<file path="src/rtl/s100_adr_bus_arbiter_pkg.sv">
// Shared types and defaults for the S100 address-bus arbiter.
package s100_adr_bus_arbiter_pkg;

   // Arbiter states: CPU owns, request pending, turnarounds, DMA owns.
   typedef enum logic [2:0] {
      StCpu,
      StHoldReq,
      StTurnToDma,
      StDma,
      StTurnToCpu
   } arb_state_t;

   // Address source for the registered bus-address mux.
   typedef enum logic [1:0] {
      OwnCpu,
      OwnDma,
      OwnHold
   } owner_t;

   localparam int unsigned DefTurnCycles    = 2;
   localparam int unsigned DefMaxBurst      = 256;
   localparam int unsigned DefTimeoutCycles = 4096;

   // Which source drives busAdr while in a given state; turnarounds hold the last address.
   function automatic owner_t ownerOf(input arb_state_t st);
      owner_t own;
      unique case (st)
         StCpu, StHoldReq: own = OwnCpu;
         StDma:            own = OwnDma;
         default:          own = OwnHold;
      endcase
      return own;
   endfunction

endpackage

</file>
<file path="src/rtl/s100_adr_out_mux.sv">
// Registered S100 bus-address select with I/O-cycle high-byte zeroing for the CPU source.
module s100_adr_out_mux
   import s100_adr_bus_arbiter_pkg::*;
(
   input  logic        pll0_250MHz,
   input  logic        n_reset,
   input  owner_t      ownerSel,
   input  logic [15:0] cpuAdr,
   input  logic        ioCycle,
   input  logic [15:0] dmaAdr,
   output logic [15:0] busAdr
);

   // Load the selected source each cycle; OwnHold keeps the previous address on the bus.
   always_ff @(posedge pll0_250MHz or negedge n_reset) begin
      if (!n_reset) begin
         busAdr <= 16'h0000;
      end else begin
         unique case (ownerSel)
            OwnCpu:  busAdr <= {(ioCycle ? 8'h00 : cpuAdr[15:8]), cpuAdr[7:0]};
            OwnDma:  busAdr <= dmaAdr;
            default: busAdr <= busAdr;
         endcase
      end
   end

endmodule

</file>
<file path="src/rtl/s100_adr_bus_arbiter.sv">
// S100 address-bus arbiter: CPU vs. one DMA requester, with BUSRQ/BUSAK handshake.
// Optional watchdog on HOLD_REQ and DMA states: define ARB_TIMEOUT_EN.
module s100_adr_bus_arbiter
   import s100_adr_bus_arbiter_pkg::*;
#(
   parameter int unsigned TURN_CYCLES    = DefTurnCycles,
   parameter int unsigned MAX_BURST      = DefMaxBurst,
   parameter int unsigned TIMEOUT_CYCLES = DefTimeoutCycles
) (
   input  logic        pll0_250MHz,
   input  logic        n_reset,
   input  logic [15:0] cpuAdr,
   input  logic        sOUT,
   input  logic        sINP,
   input  logic        cpuBusak,
   output logic        cpuBusrq,
   input  logic        dmaReq,
   input  logic [15:0] dmaAdr,
   input  logic        dmaCycle,
   input  logic        dmaDone,
   output logic        dmaGnt,
   output logic [15:0] busAdr,
   output logic        busOe,
   output logic        arbTimeout
);

   localparam logic [3:0]  TurnLast = 4'(TURN_CYCLES - 1);
   localparam logic [16:0] BurstMax = 17'(MAX_BURST);

   arb_state_t  state;
   arb_state_t  nextState;
   logic [3:0]  turnCnt;
   logic [15:0] burstCnt;
   logic [16:0] burstNext;
   logic        turnDone;
   logic        burstExit;
   logic        timeoutHit;
   owner_t      adrSel;

`ifdef ARB_TIMEOUT_EN
   localparam logic [15:0] WdLast = 16'(TIMEOUT_CYCLES - 1);

   logic [15:0] wdCnt;
   logic        timeoutFlag;

   assign timeoutHit = ((state == StHoldReq) || (state == StDma)) && (wdCnt == WdLast);
   assign arbTimeout = timeoutFlag;

   // Watchdog: cycles spent in HOLD_REQ/DMA since state entry; the flag is sticky.
   always_ff @(posedge pll0_250MHz or negedge n_reset) begin
      if (!n_reset) begin
         wdCnt       <= 16'h0000;
         timeoutFlag <= 1'b0;
      end else begin
         if (nextState != state) begin
            wdCnt <= 16'h0000;
         end else if ((state == StHoldReq) || (state == StDma)) begin
            wdCnt <= wdCnt + 16'd1;
         end else begin
            wdCnt <= 16'h0000;
         end
         if (timeoutHit) begin
            timeoutFlag <= 1'b1;
         end
      end
   end
`else
   logic unusedTimeoutCfg;

   assign timeoutHit       = 1'b0;
   assign arbTimeout       = 1'b0;
   assign unusedTimeoutCfg = (TIMEOUT_CYCLES == 0);
`endif

   // Next-state decode from the current state and handshake inputs.
   always_comb begin
      turnDone  = (turnCnt == TurnLast);
      burstNext = {1'b0, burstCnt} + {16'h0000, dmaCycle};
      // A final dmaCycle coincident with dmaDone is counted in burstNext and exits once.
      burstExit = dmaDone | ~dmaReq | (burstNext >= BurstMax) | timeoutHit;
      nextState = state;
      unique case (state)
         StCpu: begin
            if (dmaReq) nextState = StHoldReq;
         end
         StHoldReq: begin
            // Without BUSAK the CPU never let go, so drop BUSRQ and skip the turnaround.
            if (!dmaReq || timeoutHit) begin
               nextState = cpuBusak ? StTurnToCpu : StCpu;
            end else if (cpuBusak) begin
               nextState = StTurnToDma;
            end
         end
         StTurnToDma: begin
            if (turnDone) nextState = StDma;
         end
         StDma: begin
            if (burstExit) nextState = StTurnToCpu;
         end
         StTurnToCpu: begin
            if (turnDone) nextState = StCpu;
         end
         default: nextState = StCpu;
      endcase
   end

   assign adrSel = ownerOf(nextState);

   // State register and registered outputs, all derived from the state being entered.
   always_ff @(posedge pll0_250MHz or negedge n_reset) begin
      if (!n_reset) begin
         state    <= StCpu;
         cpuBusrq <= 1'b0;
         dmaGnt   <= 1'b0;
         busOe    <= 1'b0;
         turnCnt  <= 4'h0;
         burstCnt <= 16'h0000;
      end else begin
         state    <= nextState;
         cpuBusrq <= (nextState != StCpu);
         dmaGnt   <= (nextState == StDma);
         busOe    <= (nextState == StCpu) || (nextState == StHoldReq) || (nextState == StDma);
         if (nextState != state) begin
            turnCnt <= 4'h0;
         end else if ((state == StTurnToDma) || (state == StTurnToCpu)) begin
            turnCnt <= turnCnt + 4'd1;
         end else begin
            turnCnt <= 4'h0;
         end
         if ((nextState == StDma) && (state != StDma)) begin
            burstCnt <= 16'h0000;
         end else if (state == StDma) begin
            burstCnt <= burstNext[15:0];
         end
      end
   end

   s100_adr_out_mux uAdrMux (
      .pll0_250MHz (pll0_250MHz),
      .n_reset     (n_reset),
      .ownerSel    (adrSel),
      .cpuAdr      (cpuAdr),
      .ioCycle     (sOUT | sINP),
      .dmaAdr      (dmaAdr),
      .busAdr      (busAdr)
   );

endmodule

</file>
<file path="config.mk">
export PLATFORM = sky130hd
export DESIGN_NAME = s100_adr_bus_arbiter
export DESIGN_NICKNAME = d
export VERILOG_FILES = /design/src/rtl/s100_adr_bus_arbiter_pkg.sv /design/src/rtl/s100_adr_out_mux.sv /design/src/rtl/s100_adr_bus_arbiter.sv
export SDC_FILE = /design/constraint.sdc
export NUM_CORES = 1
export LEC_CHECK = 0
export BUFFER_PORTS_ARGS = -buffer_cell sky130_fd_sc_hd__buf_2
export CAP_MARGIN = 20
export CORE_UTILIZATION = 57
export CTS_CLUSTER_DIAMETER = 120
export CTS_CLUSTER_SIZE = 30
export DETAILED_ROUTE_END_ITERATION = 8
export PLACE_DENSITY = 0.93
export SLEW_MARGIN = 20
export SYNTH_ARGS = -nofsm -noshare
export SYNTH_HDL_FRONTEND = slang
export SYNTH_SLANG_ARGS = --single-unit
</file>
<file path="constraint.sdc">
create_clock -name pll0_250MHz -period 4.35 [get_ports pll0_250MHz]
set_input_delay 0.6525 -clock pll0_250MHz [delete_from_list [all_inputs] [get_ports pll0_250MHz]]
set_output_delay 0.6525 -clock pll0_250MHz [all_outputs]
set_load 0.01 [all_outputs]
</file>
### Yosys cells after proc, flatten, opt, wreduce, memory -nomap -nowiden

Index checks and enable logic that the tools add are counted.

* register bits: 42
* input port bits: 40
* output and inout bits: 20
* logic and storage cells: 50

* add/sub/neg operators: 2
* $lt $le $gt $ge: 1
* equality and inequality tests: 10
* muxes and demuxes: 15
* bitwise logic cells: 4
* reductions and logical operators: 11

Operators with widths (number)
* 2-to-1 mux 16 bit: 2
* one-hot mux 16 bit (2 select lines): 1
* 2-to-1 mux 3 bit: 7
* adder 16 x 1 -> 17 bit: 1
* >= comparator 17 x 9 -> 1 bit, second input constant: 1
* one-hot mux 3 bit (5 select lines): 1
* == test 3 x 2 -> 1 bit, second input constant: 3
* 2-to-1 mux 4 bit: 2
* 2-to-1 mux 8 bit: 1
* == test 3 x 1 -> 1 bit, second input constant: 2
* logical NOT 3 bit: 2
* adder 4 x 1 -> 4 bit, second input constant: 1
* == test 4 x 1 -> 1 bit, second input constant: 1
* one-hot mux 2 bit (2 select lines): 1
* nonzero test 2 bit: 2
* == test 3 bit, second input constant: 1
* logical OR 1 bit: 3
* != test 3 x 2 -> 1 bit, second input constant: 1
* != test 3 bit: 1
* bitwise OR 1 bit: 3
* nonzero test 3 bit: 1
* == test 2 x 1 -> 1 bit, second input constant: 1
* logical NOT 2 bit: 1
* OR reduction 2 bit: 1
* other kinds (2): 2

### Depth between registers and ports, before layout

* word-level depth: 10
* mapped depth: 9
* depth with buffers taken out: 8

### Hierarchy

Synthesis repeated with hierarchy kept, for this count alone.

* cell total of the unflattened synthesis: 255
* area, all modules: 2369.8 um2

Modules (own cells, without submodules)
* s100_adr_bus_arbiter: times used 1, cells each 178, area each 1591.5 um2, sequential area each 650.6 um2
* s100_adr_out_mux: times used 1, cells each 77, area each 778.2 um2, sequential area each 400.4 um2

### Least setup slack after synthesis

Ideal clock, no wire load.

* kind: input-to-reg
* start: input port dmaCycle
* end: register uAdrMux.busAdr[10]
* setup time: 0.125 ns
* arrival: 2.605 ns
* data required time: 4.225 ns
* path slack: 1.620 ns
* cell stages on the path: 9
* path buffers: 1
* path through: ha_1 -> ha_1 -> and3_1 -> and3_1 -> a31oi_1 -> nor4b_4 -> a31oi_4 -> buf_8 -> mux2_4

* longest elaborated chain between the ends: 10
* elaborated cells on any way between the ends: 14
* classes of those cells: add/sub (1); order compare (1); eq/ne (3); mux (4); bitwise (1); reduce/logical (4)

Ends and longest elaborated chain
* start, declared: line s100_adr_bus_arbiter.sv:19 `input logic dmaCycle,`
* adder 16 x 1 -> 17 bit (*): line s100_adr_bus_arbiter.sv:78 `burstNext = {1'b0, burstCnt} + {16'h0000, dmaCycle};`
* >= comparator 17 x 9 -> 1 bit (*): line s100_adr_bus_arbiter.sv:80 `burstExit = dmaDone | ~dmaReq | (burstNext >= BurstMax) | timeoutHit;`
* bitwise OR 1 bit (*): line s100_adr_bus_arbiter.sv:80
* 2-to-1 mux 3 bit (*): line s100_adr_bus_arbiter.sv:98 `if (burstExit) nextState = StTurnToCpu;`
* one-hot mux 3 bit (5 select lines) (*): line s100_adr_bus_arbiter.sv:82 `unique case (state)`
* == test 3 x 1 -> 1 bit / logical NOT 3 bit (equally long branches): line s100_adr_bus_arbiter_pkg.sv:27 `unique case (st)`
* OR reduction 2 bit: line s100_adr_bus_arbiter_pkg.sv:27
* one-hot mux 2 bit (2 select lines) (*): line s100_adr_bus_arbiter_pkg.sv:27
* == test 2 x 1 -> 1 bit / logical NOT 2 bit (equally long branches): line s100_adr_out_mux.sv:19 `unique case (ownerSel)`
* one-hot mux 16 bit (2 select lines) / nonzero test 2 bit (equally long branches)
* end signal, assigned: line s100_adr_out_mux.sv:20 `OwnCpu: busAdr <= {(ioCycle ? 8'h00 : cpuAdr[15:8]), cpuAdr[7:0]};`
* end signal, assigned: line s100_adr_out_mux.sv:21 `OwnDma: busAdr <= dmaAdr;`
* end signal, assigned: line s100_adr_out_mux.sv:22 `default: busAdr <= busAdr;`
* end, declared: line s100_adr_out_mux.sv:11 `output logic [15:0] busAdr`

Every way passes the cells marked *; elsewhere a longest branch is shown, timed or not.
A chain may end at the register's enable or synchronous reset.

### Worst setup path in the final report

* start: input port dmaCycle
* end: register uAdrMux.busAdr[5]

The elaborated chain is that of the path after synthesis.

==> impl_metrics.ini <==
[clocking]
cts.sinks = 42
ctsHoldBuffers = 0
clk_latency_ns = 0.30
cts_setup_buffers = 0
cts-resized-gates = 0
numCtsBuffers = 5
clock_path_buffers = 2
cts_tree = built
clockRootBuffer = clkbuf_8
htreeDepth = 2
cts.clk_slew.worst_paths_ns = 0.07

[timing]
relSlewSlack_pct = 31.44
hold_viol_final = 0
fmax_ghz = 0.3389
final.min_clock_period_ns = 2.951
fin_crit_sh_pct = 67.84
worst_pin_slew_ns = 1.028
fin_skew_ns = 0.005045
fin_setup_tns_ns = 0
fin_ws_ns = 1.399
grt_setup_unrepaired = false
maxSlewViolCount = 0
setup_viol = 0

[setup_path]
endpoint_kind = flop
arrival_ns = 3.13
required_ns = 4.53
crit_fanout = 18
rr_startpoint = burstCnt[0]
crit_start = dmaCycle
path_class = in2reg
critPathLaunchType = input pin

[global_routing]
grt_pass1_vias = 1820
grt_use_met2_pct = 42.80
grt_pass1_wl_um = 8590
met3_usage_pct = 4.281
grt.total_usage_pct = 25.66
antenna_found_initial = 0
use_met1_pct = 32.90
grt_max_degree = 43
gr-total-overflow = 0
grt.busiest_layer = met2

[logic_synthesis]
syn_avg_cell_area_um2 = 9.731
synth_top_area_share_pct = 43.73
synth-seq-cells = 42
seq_area_frac_synth_pct = 43.73
synth.cells.most_frequent = 42 x dfrtp_1, 33 x nand2_1, 29 x o21ai_0
synth_edf_count = 0
synth_fp_nets = 291
synthMuxAreaShare_pct = 12.49
synth_ff_type = dfrtp_1
synth_fa_ha_area_share_pct = 2.082
yosys.area_share.xor_xnor_pct = 1.822
yosysTopAreaCell = dfrtp_1
synth.most_common_cell = dfrtp_1
synth_top_family_by_area = simple AND/OR/NAND/NOR gates
async_reset_ff_share_pct = 100.0
yosys_warnings = 0
synth_compound_area_share_pct = 15.41
synthTopCellsByArea = dfrtp_1 44%, mux2_2 7.5%, o21ai_0 6.0%
ys_types = 44
syn_inst = 247
netlist_area_um2 = 2404
yosys.area_share.simple_pct = 19.63

[min_path]
hold_class = in2async

[die]
start_util_pct = 59.66
rows = 23
fp.dieArea_um2 = 4480
die_w_um = 66.94
num_io_pins = 60
coreArea_um2 = 4029
die_h_um = 66.94

[final_layout]
finalInstanceArea_um2 = 2744
fillers = 297
final_cells = 345
layout.nets = 339
final_core_util_pct = 68.11
area_growth_pct = 14.16
drive_gt1_share_pct = 32.54
antenna_cells = 0

[routing]
detail-route-antenna-nets = 0
vias = 2007
routed_wl_um = 5295
avgRoutedWirePerCell_um = 15.35
drt_iter0_drc = 180
viasPerCell = 5.817
drt-pass1-iter-count = 5
drc_errors = 0

[placed_design]
place.gp.congestion = 0.8737
dp_hpwl_um = 3754
portBuffers = 58
place_inst = 338
dpl_cell_area_um2 = 2665
dp_slack_ns = 1.121

[power]
power_density_nw_per_um2 = 492.4
ir_drop_mv = 0.3296
p_leak_uw = 0.001306

[run_status]
status = finished clean

[run]
cap_violations = 0
## state kept, by name, summed over array words and instances (netlist names)
register	cells
burstCnt	16
busOe	1
cpuBusrq	1
dmaGnt	1
state	3
turnCnt	4
uAdrMux.busAdr	16
## cell type report
class	instances	area, µm²	share of cell area (%)
multi-input combinational	184	1246	45.42
inverter	4	15.01	0.5472
timing repair buffer	58	290.3	10.58
tap	50	62.56	2.280
clock inverter	2	10.01	0.3648
clock buffer	5	68.82	2.508
sequential	42	1051	38.30
## metrics by stage
stage | total power [µW] | hold slack (ns)
6_report | 1351 | 0.4868
5_1_grt | 1442 | 0.5175
4_1_cts | 1356 | 0.5013
3_5_place_dp | 1115 | 0.4892
3_3_place_gp | 1085 | 0.4833
2_1_floorplan | 948.9 | 0.3569
## cells by family after synthesis
logic type                 after synthesis
muxes                                   24
and+or+nand+nor                         91
adders and majority gates                4
buffers and inverters                   21
DFF                                     42
other                                    1
xor gates and xnor gates                 5
AOI/OAI and AO/OA                       59
## where the power goes
part / total, µW / switching [µW] / internal [µW]
clock network: 235 / 127 / 108
registers: 587 / 89.1 / 498
logic: 529 / 272 / 257
## final timing paths
check                               endpoint  cells past startpoint  slack, ns
min                             burstCnt[10]                      1       0.49
max in group asynchronous         turnCnt[2]                      1       3.29
min in group pll0_250MHz          turnCnt[0]                      1       0.50
min reg2reg                       turnCnt[0]                      1       0.50
max reg2reg                uAdrMux.busAdr[5]                      7       1.47
max                        uAdrMux.busAdr[5]                      8       1.40
## metal layers
metal	up-vias	wire (µm)
met1	940	2082
met4	0	95
met5	-	0
met3	10	330
li1	974	-
met2	83	2787
## cells in the final DEF, fill, tap and decap left out, types with 2 or more instances in the layout
cell / n
nand4_1: 8
clkbuf_8: 5
o21ai_0: 29
and3_1: 7
inv_1: 4
nand2_1: 33
a31oi_1: 5
and4_1: 2
or3_1: 3
mux2_4: 8
and2_1: 2
nor3_1: 2
dfrtp_1: 42
o31ai_1: 4
clkinv_2: 2
nor2_1: 17
xnor2_1: 4
o31a_1: 3
and2_0: 2
mux2_2: 16
a21oi_1: 10
ha_1: 4
buf_2: 58
nand3_1: 7
## worst max-delay path: stages
cell	delay [ns]
buf_2	0.08
ha_1	0.20
and4_1	0.43
and3_1	0.29
a21oi_1	0.09
o31a_1	0.34
a31oi_4	0.63
mux2_2	0.42
No activity file was read; power rests on OpenSTA's default activity.
